[src/rtl/fsk_status_uart_tx.sv]
// 8N1 UART transmitter for 16-bit status words, high byte first.
// Define FSK_STATUS_CHECKSUM_EN to append an XOR checksum byte.
module fsk_status_uart_tx #(
    parameter int CLK_FREQ   = 48000000,
    parameter int BAUD_RATE  = 57600,
    parameter int BIT_CYCLES = CLK_FREQ / BAUD_RATE
) (
    input  logic        clk,
    input  logic        rst,
    input  logic [15:0] status_word,
    input  logic        status_valid,
    output logic        status_ready,
    output logic        tx,
    output logic        frame_done
);

    localparam int CW = $clog2(BIT_CYCLES);
    localparam logic [CW-1:0] CNT_LAST = CW'(BIT_CYCLES - 1);

`ifdef FSK_STATUS_CHECKSUM_EN
    localparam int BW = 2;
    localparam logic [BW-1:0] LAST_BYTE = 2'd2;
`else
    localparam int BW = 1;
    localparam logic [BW-1:0] LAST_BYTE = 1'b1;
`endif

    typedef enum logic [1:0] {
        IDLE,
        START,
        DATA,
        STOP
    } state_t;

    state_t        state_q, state_d;
    logic [CW-1:0] cnt_q, cnt_d;
    logic [2:0]    bit_q, bit_d;
    logic [BW-1:0] byte_q, byte_d;
    logic [15:0]   word_q, word_d;
    logic          tx_q, tx_d;
    logic          done_q, done_d;
    logic [7:0]    cur_byte;
    logic          cnt_end;

    always_comb begin
`ifdef FSK_STATUS_CHECKSUM_EN
        unique case (byte_q)
            2'd0:    cur_byte = word_q[15:8];
            2'd1:    cur_byte = word_q[7:0];
            default: cur_byte = word_q[15:8] ^ word_q[7:0];
        endcase
`else
        cur_byte = byte_q[0] ? word_q[7:0] : word_q[15:8];
`endif
    end

    assign cnt_end = (cnt_q == CNT_LAST);

    always_comb begin
        state_d = state_q;
        cnt_d   = cnt_q + CW'(1);
        bit_d   = bit_q;
        byte_d  = byte_q;
        word_d  = word_q;
        tx_d    = tx_q;
        done_d  = 1'b0;
        unique case (state_q)
            IDLE: begin
                cnt_d = '0;
                tx_d  = 1'b1;
                if (status_valid) begin
                    word_d  = status_word;
                    byte_d  = '0;
                    bit_d   = '0;
                    state_d = START;
                    tx_d    = 1'b0;
                end
            end
            START: begin
                if (cnt_end) begin
                    cnt_d   = '0;
                    bit_d   = '0;
                    state_d = DATA;
                    tx_d    = cur_byte[0];
                end
            end
            DATA: begin
                if (cnt_end) begin
                    cnt_d = '0;
                    if (bit_q == 3'd7) begin
                        state_d = STOP;
                        tx_d    = 1'b1;
                    end else begin
                        bit_d = bit_q + 3'd1;
                        tx_d  = cur_byte[bit_d];
                    end
                end
            end
            STOP: begin
                if (cnt_end) begin
                    cnt_d = '0;
                    if (byte_q == LAST_BYTE) begin
                        state_d = IDLE;
                        done_d  = 1'b1;
                        tx_d    = 1'b1;
                    end else begin
                        // next byte's start bit follows the stop bit directly
                        byte_d  = byte_q + BW'(1);
                        state_d = START;
                        tx_d    = 1'b0;
                    end
                end
            end
            default: begin
                state_d = IDLE;
                tx_d    = 1'b1;
            end
        endcase
    end

    always_ff @(posedge clk) begin
        if (rst) begin
            state_q <= IDLE;
            cnt_q   <= '0;
            bit_q   <= '0;
            byte_q  <= '0;
            word_q  <= '0;
            tx_q    <= 1'b1;
            done_q  <= 1'b0;
        end else begin
            state_q <= state_d;
            cnt_q   <= cnt_d;
            bit_q   <= bit_d;
            byte_q  <= byte_d;
            word_q  <= word_d;
            tx_q    <= tx_d;
            done_q  <= done_d;
        end
    end

    assign status_ready = (state_q == IDLE);
    assign tx           = tx_q;
    assign frame_done   = done_q;

endmodule

[config.mk]
export PLATFORM = sky130hd
export DESIGN_NAME = fsk_status_uart_tx
export DESIGN_NICKNAME = d
export VERILOG_FILES = /design/src/rtl/fsk_status_uart_tx.sv
export SDC_FILE = /design/constraint.sdc
export NUM_CORES = 1
export LEC_CHECK = 0
export CAP_MARGIN = 40
export CORE_MARGIN = 2
export CORE_UTILIZATION = 30
export CTS_BUF_LIST = sky130_fd_sc_hd__clkbuf_2 sky130_fd_sc_hd__clkbuf_4 sky130_fd_sc_hd__clkbuf_8
export DETAILED_ROUTE_END_ITERATION = 7
export GPL_TIMING_DRIVEN = 0
export PLACE_DENSITY = 0.46
export SKIP_CTS_REPAIR_TIMING = 1
export SLEW_MARGIN = 40
export SYNTH_ARGS = -nofsm -noshare
export SYNTH_HDL_FRONTEND = slang
export SYNTH_SLANG_ARGS = --single-unit
[constraint.sdc]
create_clock -name clk -period 5.05 [get_ports clk]
set_input_delay 1.2625 -clock clk [delete_from_list [all_inputs] [get_ports clk]]
set_output_delay 1.2625 -clock clk [all_outputs]
set_load 0.02 [all_outputs]
**Yosys cells after proc, flatten, opt, wreduce, memory -nomap -nowiden**

Index checks and enable logic that the tools add are counted.

- Add/sub/neg operators: 3
- Eq/ne operators: 11
- Bitwise gates (word level): 2
- Reductions and logical operators: 10
- Mux-type cells: 28
- $lt $le $gt $ge: 1

Operators by type and width:

| cell | count |
|---|---|
| $pmux 10 s2 | 1 |
| $mux 3 | 4 |
| $ne 2x2->1 const B | 6 |
| $mux 1 | 11 |
| $add 10x1->10 const B | 1 |
| $eq 10x10->1 const B | 1 |
| $mux 10 | 1 |
| $mux 2 | 5 |
| $reduce_and 5->1 | 2 |
| $pmux 3 s3 | 1 |
| $mux 8 | 1 |
| $pmux 2 s4 | 1 |
| $reduce_and 3->1 | 2 |
| $reduce_or 3->1 | 2 |
| $eq 2x2->1 const B | 2 |
| $lt 3x4->1 const B | 1 |
| $pmux 1 s4 | 1 |
| $add 3x1->3 const B | 1 |
| $bmux 1 s3 | 1 |
| $eq 3x3->1 const B | 1 |
| $reduce_bool 3->1 | 1 |
| $eq 2x1->1 const B | 1 |
| $logic_not 2->1 | 1 |
| $not 1->1 | 2 |
| other kinds (4) | 4 |

- Flip-flop bits (word level): 34
- Output and inout port bits: 3
- Word-level logic and storage cells: 62

**Longest topological paths before layout**

Gate-level depths: netlist of run 1.

- Word-level depth: 6
- Mapped depth: 8
- Mapped depth without buffers: 6

**Worst setup path before layout of run 1**

Ideal clock, no wire load.

- Path kind: in2reg
- Start: in rst
- End: reg cnt_q[9]
- Cell stages on the path: 4
- Arrival time: 1,988 ps
- Buffers on the path: 2
- Path slack: 3,000 ps
- Path through: clkbuf_1 or3_1 buf_6 nor2_2

RTL lines:

| item | line | text |
|---|---|---|
| from (decl) | 9 | `input logic rst,` |
| to (signal assigned) | 132 | `cnt_q <= cnt_d;` |
| to (decl) | 36 | `logic [CW-1:0] cnt_q, cnt_d;` |

**Final worst setup path of run 1**

- Start: reg state_q[0]
- End: out status_ready

- Longest elaborated chain between the ends: 1

RTL lines:

| item | line | text |
|---|---|---|
| from (decl) | 35 | `state_t state_q, state_d;` |
| from (signal assigned) | 131 | `state_q <= state_d;` |
| $logic_not 2->1 | 141 | `assign status_ready = (state_q == IDLE);` |
| to (decl) | 12 | `output logic status_ready,` |

No other way between the ends.

==> out/qor.yml, run 1 <==
outcome: "finished, final reports clean"
clock_skew_ps: 7.932
drt_iter0_markers: 67
yosys.area.top_type: "dfxtp_1"
ir_worst_vdd_v: 0.0001215
required_ps: 3790
sw_frac_of_total_pct: 34.56
cts_root_buffer: "clkbuf_8"
place.gp.congestion: 0.7199
pwr-share-comb_pct: 34.0
seq_power_share_pct: 37.2
fp-row-count: 27
avgViaCountPerCell: 4.685
wirelength_met1_mm: 1.627
rsz0062_at_grt: "false"
via_count: 1382
min_path_type: "flip-flop to flip-flop"
stdcell_area_um2: 2101
nFillCells: 597
wl_per_cell_um: 11.98
numCtsBuffers: 5
setup_viol: 0
dr_wl_met3_um: 165
synthCells: 195
grt_pass1_wl_mm: 6.272
finalCriticalPeriod_ps: 2774
overflow: 0
die_w_um: 79.20
endpoint: "status_ready"
synthSimpleGateAreaFrac_pct: 23.16
worstReg2RegStart: "state_q[0]"
ys_warn_count: 0
ys.flop_type: "dfxtp_1"
synthAdderAreaFrac_pct: 5.900
clk_pin_slew_ps: 80
io_buffers: 20
tightest_slew_ps: 607.4
clockBufferDepth: 2
drt.antenna.violating_nets: 0
initial_core_util_pct: 31.00
drt_wl_total_mm: 3.535
die_area_um2: 6273
coreArea_um2: 5473
yosys-top-cells-area: "dfxtp_1 (40%), nand2_1 (8.6%), a21oi_1 (7.7%), ha_1 (5.9%), nor2_2 (3.7%)"
final_core_util_pct: 38.39
synth_edf_count: 0
top_layer_used: "met4"
ys_ff_latch: 34
reg2reg_depth: 7
power_density_nw_per_um2: 425.5
grt_pass1_vias: 1367
routed-wl-met2_mm: 1.691
maxCapViolCount: 0
cts_tree: "done"
io_pins: 22
cp_data_arrival_time_ps: 1510
p_int_mw: 0.5849
final_cell_count_no_fill: 295
critPathLaunch: "state_q[0]"
worst_hold_slack_ps: 454.6
fin_nets: 249
path_max_fanout: 4
synth_compound_area_share_pct: 14.53
antenna_found_initial: 0
finalSetupTns_ps: 0
clkPwrFrac_pct: 28.8
synthMuxAreaShare_pct: 7.375
synth_xor_area_share_pct: 4.130
ys_types: 42
reg2reg_slack_ps: 3140
yosysSeqAreaShare_pct: 40.12
num_antenna_cells: 0
placedInstanceArea_um2: 1987
syn_area_um2: 1697
net-switching-power_mw: 0.3089
finalCritPeriodShare_pct: 54.93
timing.rr.end: "tx"
drive_gt1_share_pct: 12.56
synth_top_family_by_area: "simple AND/OR/NAND/NOR gates"
fmax_mhz: 360.5
clock-sinks: 34
synth_fp_nets: 222
ys_async_sr_fraction_pct: 0
place_inst: 287
path_class: "flip-flop to output pin"
hold_viol: 0
p_leak_nw: 0.7198
grt_usage_pct: 12.83
synth_top_area_share_pct: 40.12
crit_path_start_kind: "flip-flop"
worstSetupEndpointType: "output pin"
dr.pass1.iters: 4
slew_headroom_pct: 58.99
dpl.hpwl_mm: 2.601
maxSlewViolCount: 0
drc_errors: 0
syn_avg_cell_area_um2: 8.701
htreeDepth: 2
worstSkewPairLatency_ps: 290
area_growth_pct: 23.82
grt_max_degree: 12
die_h_um: 79.20
==> placed cells by master (no fill, tap or decap), types with 6 or more instances in the layout <==
| cell | n |
|---|---|
| a21oi_1 | 26 |
| clkbuf_1 | 6 |
| clkdlybuf4s50_1 | 20 |
| dfxtp_1 | 34 |
| ha_1 | 8 |
| inv_1 | 6 |
| nand2_1 | 39 |
| nor2_1 | 7 |
| nor2_2 | 10 |
| xnor2_1 | 6 |
==> sequential cells by signal (all words and copies together) (netlist names) <==
signal and count:
frame_done 1, cnt_q 10, byte_q 1, word_q 16, tx 1, bit_q 3, state_q 2
==> critical path, stage by stage, from the launching register on <==
cell and delay [ps]:
dfxtp_1 330, inv_1 110, ha_1 180, clkdlybuf4s50_1 610
==> metrics by stage <==
stage                     power, mW  setup WS [ps]
final                        0.8938           2276
after floorplan              0.5553           3000
after global routing         0.9573           2183
after CTS                    0.9055           2254
after detailed placement     0.6463           2177
after global placement       0.6494           2217
==> per-layer routing <==
metal | vias up | track usage [%]
met5 | - | 0
met1 | 618 | 15.06
met2 | 27 | 21.95
li1 | 730 | -
met4 | 0 | 4.655
met3 | 7 | 3.977
==> cells in the mapped netlist (3+ instances only) <==
master    number
clkbuf_1       6
nand2_1       39
o21ai_0        3
nand3_1        4
mux2i_1        5
xnor2_1        6
nor3_1         4
dfxtp_1       34
ha_1           8
nor2_2        10
a21oi_1       26
nand4_1        3
nor2_1         7
inv_1          6
==> how the worst min path moves through the flow <==
| stage | from | to | slack, ps | cells past startpoint |
|---|---|---|---|---|
| detailed placement | word_q[9] | word_q[9] | 450 | 2 |
| finish | word_q[15] | word_q[15] | 450 | 2 |
| global placement | word_q[13] | word_q[13] | 440 | 2 |
| CTS | word_q[9] | word_q[9] | 460 | 2 |
| global route | word_q[14] | word_q[14] | 470 | 2 |
| floorplan | word_q[12] | word_q[12] | 430 | 2 |
==> logic make-up after synthesis <==
logic type      Yosys count
fa+ha+maj                 8
simple gates             79
xor+xnor                  8
buf+inv                  17
flops                    34
compound gates           41
mux                       8
==> final cells by class <==
class                   count  area, µm²  share of cell area [%]
plain buffers              10      55.05                   2.621
clock buffers               6      76.32                   3.633
inverters                   7      26.28                   1.251
multi-input cells         144      934.6                   44.49
flip-flops and latches     34      680.7                   32.40
clock inverters             2      37.54                   1.787
well taps                  72      90.09                   4.288
repair buffers             20      200.2                   9.530
==> power by group through the flow <==
stage	sequential, mW	clock (mW)	combinational [mW]
3_5_place_dp	0.339	0	0.307
2_1_floorplan	0.336	0	0.220
3_3_place_gp	0.340	0	0.310
6_report	0.332	0.257	0.304
4_1_cts	0.333	0.264	0.308
5_1_grt	0.338	0.276	0.342
No activity file was read; power rests on OpenSTA's default activity.
==> run 2: changes to the inputs <==
- PLACE_DENSITY: 0.46 -> 0.47
- clock period: 5.05 -> 2.5 ns (I/O delays scaled with it)
==> run 2 against run 1 <==
Register-to-register slack got worse by 2600 ps; critical path depth did not move; first-iteration DRC count rose by 9.0%; clock-buffer cell count rose by 1; via count rose by 0.80%; sequential power rose by 100%; wire length fell by 1.6%; non-clock buffer count did not move; final cell count did not move; critical path type unchanged; critical endpoint unchanged.
==> out/qor.yml, run 2 (synthesized netlist as in run 1, its figures left out) <==
fin_nets: 249  # unchanged
die_h_um: 79.20  # unchanged
ir_worst_vdd_v: 0.0003275  # was 0.0001215 V
grt_usage_pct: 11.88  # was 12.83%
clockBufferDepth: 2  # unchanged
num_antenna_cells: 0  # unchanged
clock_skew_ps: 3.393  # was 7.932 ps
slew_headroom_pct: 60.36  # was 58.99%
maxSlewViolCount: 0  # unchanged
rsz0062_at_grt: "false"  # unchanged
numCtsBuffers: 5  # unchanged
dpl.hpwl_mm: 2.580  # was 2.601 mm
crit_path_start_kind: "flip-flop"  # unchanged
largest_reg_flops: 16  # unchanged
cts_tree: "done"  # unchanged
clock-sinks: 34  # unchanged
finalCritPeriodShare_pct: 85.71
finalCriticalPeriod_ps: 2143
stdcell_area_um2: 2101  # unchanged
crit_family: "buffers and inverters"  # unchanged
layout_common_cells: "nand2_1 (39), dfxtp_1 (34), a21oi_1 (26)"  # unchanged
power_density_nw_per_um2: 858.1  # was 425.5 nW/µm²
drt_iter0_markers: 73  # was 67
cp_data_arrival_time_ps: 1520  # was 1510 ps
final_common_cell: "nand2_1"  # unchanged
drive_gt1_share_pct: 12.56  # unchanged
htreeDepth: 2  # unchanged
fmax_mhz: 466.7
cts_root_buffer: "clkbuf_8"  # unchanged
final_cell_count_no_fill: 295  # unchanged
die_w_um: 79.20  # unchanged
drc_errors: 0  # unchanged
area_growth_pct: 23.82  # unchanged
top_register: "word_q"  # unchanged
min_path_type: "flip-flop to flip-flop"  # unchanged
critPathBufInv: 2  # unchanged
worstSetupEndpointType: "output pin"  # unchanged
required_ps: 1880  # was 3790 ps
antenna_found_initial: 0  # unchanged
grt_pass1_vias: 1254  # was 1,367
p_leak_nw: 0.7243  # was 0.7198 nW
place_inst: 287  # unchanged
drt_wl_total_mm: 3.480  # was 3.535 mm
coreArea_um2: 5473  # unchanged
overflow: 0  # unchanged
io_buffers: 20  # unchanged
worstSkewPairLatency_ps: 290  # about the same
dr.pass1.iters: 4  # unchanged
placedInstanceArea_um2: 1987  # unchanged
avgViaCountPerCell: 4.722  # was 4.685
die_area_um2: 6273  # unchanged
critPathSlowestCell: "clkdlybuf4s50_1"  # unchanged
path_class: "flip-flop to output pin"  # unchanged
io_pins: 22  # unchanged
grt_pass1_wl_mm: 5.720  # was 6.272 mm
reg_top3: "word_q: 16 flops, cnt_q: 10 flops, bit_q: 3 flops"  # unchanged
path_max_fanout: 4  # unchanged
path_cells: "inv_1 -> ha_1 -> clkdlybuf4s50_1"  # unchanged
crit_path_max_incr_delay_ps: 600  # was 610 ps
outcome: "finished, final reports clean"  # unchanged
clk_pin_slew_ps: 70  # was 80 ps
fp-row-count: 27  # unchanged
via_count: 1393  # was 1,382
place.gp.congestion: 0.7635  # was 0.7199
wl_per_cell_um: 11.80  # was 11.98 µm
setup_viol: 0  # unchanged
finalSetupTns_ps: 0  # unchanged
drt.antenna.violating_nets: 0  # unchanged
tightest_slew_ps: 587.1  # was 607.4 ps
hold_viol: 0  # unchanged
initial_core_util_pct: 31.00  # unchanged
grt_max_degree: 11  # was 12
maxCapViolCount: 0  # unchanged
run 2: changes by cell type in the layout (fill, tap and decap cells not counted):
cell	before	now
clkbuf_4	1	2
clkinvlp_4	1	0
run 2: cell type report:
class,instances,area (µm²)
clock buffers,7,83.83
multi-input cells,144,934.6
repair buffers,20,200.2
flip-flops and latches,34,680.7
well taps,72,90.09
clock inverters,1,30.03
plain buffers,10,55.05
fillers,613,3372
inverters,7,26.28
run 2: per-layer routing:
metal  wire length, µm  global-route usage, %  up-vias  share of wire (%)
li1                  -                      -      733                  -
met1              1649                  14.12      626                 47
met2              1607                  19.66       29                 46
met3               171                  4.432        5                4.9
met4                51                  4.138        0                1.5
met5                 0                      0        -                  0
run 2: per-stage QoR:
stage | hold slack [ps] | setup slack (ps) | power [mW] | utilization (%)
3_3_place_gp | 443.4 | 322.2 | 1.304 | 36.31
6_report | 452.6 | 357.3 | 1.803 | 38.39
5_1_grt | 475.8 | 293.9 | 1.930 | 38.39
2_1_floorplan | 431.5 | 794.2 | 1.122 | -
4_1_cts | 456.6 | 342.7 | 1.829 | 38.39
3_5_place_dp | 446.6 | 326.0 | 1.303 | 36.31
run 2: power by group:
group	internal, mW	total, mW	switching [mW]
combinational	0.256	0.613	0.357
clock	0.320	0.520	0.200
sequential	0.618	0.670	0.0520
total	1.19	1.80	0.610
run 2: path summary, 6_finish.rpt:
check | startpoint | endpoint | slack, ps | depth (start not counted)
max | state_q[0] | status_ready | 360 | 3
min | word_q[4] | word_q[4] | 450 | 2
max reg2reg | state_q[0] | tx | 590 | 7
min reg2reg | word_q[4] | word_q[4] | 450 | 2
run 2: worst register-to-register path, delay by kind of cell, from the launching register on:
family	cells	cell delay, ps
AOI/OAI and AO/OA	3	770
and+or+nand+nor	1	110
adders and majority gates	1	160
DFF	1	330
buffers and inverters	2	440
==> run 3: changes to the inputs <==
- GPL_ROUTABILITY_DRIVEN: not set -> 0
==> results of run 3 <==
No change in the layout: final DEF, timing and power equal those of run 2.
==> RTL edit 1, RTL diff (settings of run 3) <==
The 4 states of `state_t` get a one-hot encoding in 4 bits.
--- a/src/rtl/fsk_status_uart_tx.sv
+++ b/src/rtl/fsk_status_uart_tx.sv
@@ -26,9 +26,9 @@
 `endif
 
-    typedef enum logic [1:0] {
-        IDLE,
-        START,
-        DATA,
-        STOP
+    typedef enum logic [3:0] {
+        IDLE  = 4'b0001,
+        START = 4'b0010,
+        DATA  = 4'b0100,
+        STOP  = 4'b1000
     } state_t;
 
Function: same outputs for any inputs over 10 cycles, from zero or initial values and one cycle with rst high; not proved beyond that.
==> RTL edit 1 against run 3 <==
  * Setup slack gained 0.051 ns
  * Sequential cell count is 2 higher
  * Total power up 3.1%
  * Design area rose by 2.1%
  * Via count increased by 0.79%
  * First-iteration DRC count is 33% lower
  * Routed wire length up 7.7%
  * Sequential share of layout area rose by 1.2 points
  * Sequential power grew 7.6%
  * Area after synthesis up 2.1%
  * Synthesized cell count is 3.1% higher
  * Cell count increased by 2.0%
  * Clock skew grew 0.0022 ns
  * Critical path type is now reg2reg
  * Critical endpoint is now tx
==> RTL edit 1: results (changes against run 3) <==
Power
  – Leakage power summed over all cells: 0.787 nW (was 0.724 nW)
  – Power Dens Cells: 866 mW/mm^2 (was 858 mW/mm^2)

Placed design
  – Detailed-placement wirelength estimate: 2.76 mm (was 2.58 mm)
  – Setup slack at placement: 0.201 ns (was 0.326 ns)
  – Placed cell areas: 0.00202 sq mm (was 0.00199 sq mm)
  – Placed insts: 293 (was 287)

Worst hold path
  – End of the worst hold path: word_q[5] (was word_q[4])
  – Hold Path Origin: word_q[5] (was word_q[4])

Final layout
  – Clock tree cell share of total cell area: 0.0519 (was 0.0542)
  – Non-clk buf share: 0.119 (was 0.122)
  – Largest registers ranked by flip-flop count: word_q (16), cnt_q (10), state_q (4) (was word_q (16), cnt_q (10), bit_q (3))
  – Fillers: 607 (was 613)
  – Layout cells sized above 1: 0.105 (was 0.126)

Logic synthesis
  – Seq/Total Area, Yosys: 0.416 (was 0.401)
  – Syn_nets: 224 (was 222)
  – Cell count after synthesis: 201 (was 195)
  – Fraction of the mapped netlist area in adder cells: 0.0289 (was 0.0590)
  – Xor-xnor portion of the synthesized cell area: 0.0506 (was 0.0413)
  – Top post-synthesis cells by area: dfxtp_1, nand2_1, a21oi_1 (unchanged)
  – Top post-synthesis cells by count: nand2_1, dfxtp_1, a21oi_1 (unchanged)

Drt
  – DR WL/cell: 12.5 um (was 11.8 um)
  – Final Routed Wirelength: 3.75 mm (was 3.48 mm)
  – Violation count after the first detailed-route iteration: 49 (was 73)
  – Overall via count from detail_route: 1,404 (was 1,393)

Global route
  – Largest net degree at the start of global routing: 13 (was 11)

STA
  – Fin Clk Skew: 0.00561 ns (was 0.00339 ns)
  – Final hold slack: 0.457 ns (was 0.453 ns)
  – Period Utilization, post-route: 0.837 (was 0.857)

Setup path
  – Setup CP Type: reg2reg (was reg2out)
  – Start point of the critical path: bit_q[0] (was state_q[0])

Clock network
  – Number of sinks driven by the clock tree: 36 (was 34)

Outcome
  – Outcome: finished clean (unchanged)
RTL edit 1: changes by cell type after synthesis, sizes merged, moves of 3 or more:
cell          run 3  this run
mux2              0         3
a31o              3         0
a21oi            26        23
ha                8         4
nor2             17        20
RTL edit 1: power breakdown:
group | internal [mW] | leakage [nW] | switching [mW]
Combinational | 0.280 | 0.440 | 0.354
Clock | 0.295 | 0.0541 | 0.207
Sequential | 0.659 | 0.293 | 0.0618
RTL edit 1: routing by layer:
layer | part of all wire | track usage | up-vias | wire (um)
met3 | 0.039 | 0.0385 | 6 | 148
li1 | - | - | 743 | -
met4 | 0.014 | 0.0458 | 0 | 51
met2 | 0.41 | 0.188 | 20 | 1530
met1 | 0.54 | 0.180 | 635 | 2010
met5 | 0 | 0 | - | 0
RTL edit 1: worst register-to-register path, stage by stage (launching register included):
cell and delay (ns):
dfxtp_1 0.33, buf_2 0.24, mux4_2 0.53, nor2b_1 0.14
a2111oi_0 0.46, a311oi_1 0.12, o32a_1 0.18
==> RTL edit 2, RTL diff (config.mk and constraints of run 3) <==
Made on the original files. Build with the macro `FSK_STATUS_CHECKSUM_EN` defined.
--- a/src/rtl/fsk_status_uart_tx.sv
+++ b/src/rtl/fsk_status_uart_tx.sv
@@ -1,4 +1,6 @@
 // 8N1 UART transmitter for 16-bit status words, high byte first.
 // Define FSK_STATUS_CHECKSUM_EN to append an XOR checksum byte.
+`define FSK_STATUS_CHECKSUM_EN
+
 module fsk_status_uart_tx #(
     parameter int CLK_FREQ   = 48000000,
Behaviour: same outputs for any inputs over 10 cycles, from zero or initial values and one cycle with rst high; that may be too few to reach the edited logic, so the function may still have changed.
==> RTL edit 2 against run 3 <==
  * Sequential power up 5.7%
  * Sequential cell count up 1
  * Largest power group unchanged
  * Area after synthesis up 9.3%
  * Design area up 7.6%
  * Total power up 6.4%
  * Maximum frequency down 0.55%
  * Critical path type unchanged
  * Setup slack worse by 0.012 ns
  * Routed wire length up 19%
==> RTL edit 2: results (changes against run 3) <==
Final layout
  – Multi-Input Combinational: 175 (was 144)
  – Fillers: 648 (was 613)
  – Seq area share: 0.310 (was 0.324)
  – Clock buffer count: 5 (was 7)
  – Fin nets: 286 (was 249)
  – Layout buffer count excluding clock buffers: 31 (was 30)
  – Non-clk buf share: 0.108 (was 0.122)
  – Clock tree cell share of total cell area: 0.0498 (was 0.0542)
  – Area of the multi-input gates: 0.00108 sq mm (was 935 sq um)
  – Layout cells sized above 1: 0.0700 (was 0.126)

Setup path
  – Setup slack of the most critical reg-to-reg path: 0.43 ns (was 0.59 ns)
  – Critical register-to-register path endpoint: word_q[13] (was tx)

Power
  – Seq group: 0.708 mW (was 0.670 mW)
  – Leakage power summed over all cells: 0.834 nW (was 0.724 nW)
  – Max rail drop VDD: 0.328 mV (about the same)
  – Switch Pwr: 0.686 mW (was 0.610 mW)

Global route
  – Via count of the first global-routing pass: 1,469 (was 1,254)
  – Gr usage total: 0.137 (was 0.119)
  – Largest net degree at the start of global routing: 13 (was 11)
  – Grt met2 use: 0.227 (was 0.197)
  – GR met3 Demand/Resource: 0.0402 (was 0.0443)

Drt
  – Routed length on met1: 2.12 mm (was 1.65 mm)
  – DR WL/cell: 12.5 um (was 11.8 um)
  – Total length of routed met2 wires: 1.88 mm (was 1.61 mm)
  – Met3 Routed Length: 124 um (was 171 um)
  – Violation count after the first detailed-route iteration: 95 (was 73)
  – Final Routed Wirelength: 4.15 mm (was 3.48 mm)

Logic synthesis
  – Top post-synthesis cells by area: dfxtp_1, nand2_1, ha_1 (was dfxtp_1, nand2_1, a21oi_1)
  – Seq/Total Area, Yosys: 0.378 (was 0.401)
  – Top post-synthesis cells by count: nand2_1, dfxtp_1, nor2_1 (was nand2_1, dfxtp_1, a21oi_1)

STA
  – Slew at the pin closest to its max-slew limit: 0.581 ns (was 0.587 ns)
  – Final hold slack: 0.471 ns (was 0.453 ns)

Worst hold path
  – End of the worst hold path: word_q[10] (was word_q[4])

Placed design
  – Placed cell areas: 0.00215 sq mm (was 0.00199 sq mm)
  – Detailed-placement wirelength estimate: 3.15 mm (was 2.58 mm)

Outcome
  – Outcome: finished clean (unchanged)
## RTL edit 2: changes by cell type after synthesis, sizes merged, moves of 4 or more
cell | run 3 | this run
a221oi | 1 | 6
o21bai | 0 | 6
a21oi | 26 | 22
mux2i | 5 | 1
nor2 | 17 | 27
o21ai | 3 | 11
## RTL edit 2: cells by family after synthesis
| group | count (synthesis) | share of synthesized area |
|---|---|---|
| simple gates | 100 | 0.259 |
| flops | 35 | 0.378 |
| buf+inv | 19 | 0.0398 |
| xor+xnor | 8 | 0.0378 |
| fa+ha+maj | 11 | 0.0742 |
| compound gates | 54 | 0.198 |
| mux | 2 | 0.0135 |
## RTL edit 2: per-stage QoR
step	worst slack [ns]	utilization
floorplan	0.547	-
global placement	0.278	0.361
detailed placement	0.275	0.361
CTS	0.320	0.380
global route	0.156	0.380
finish	0.346	0.380
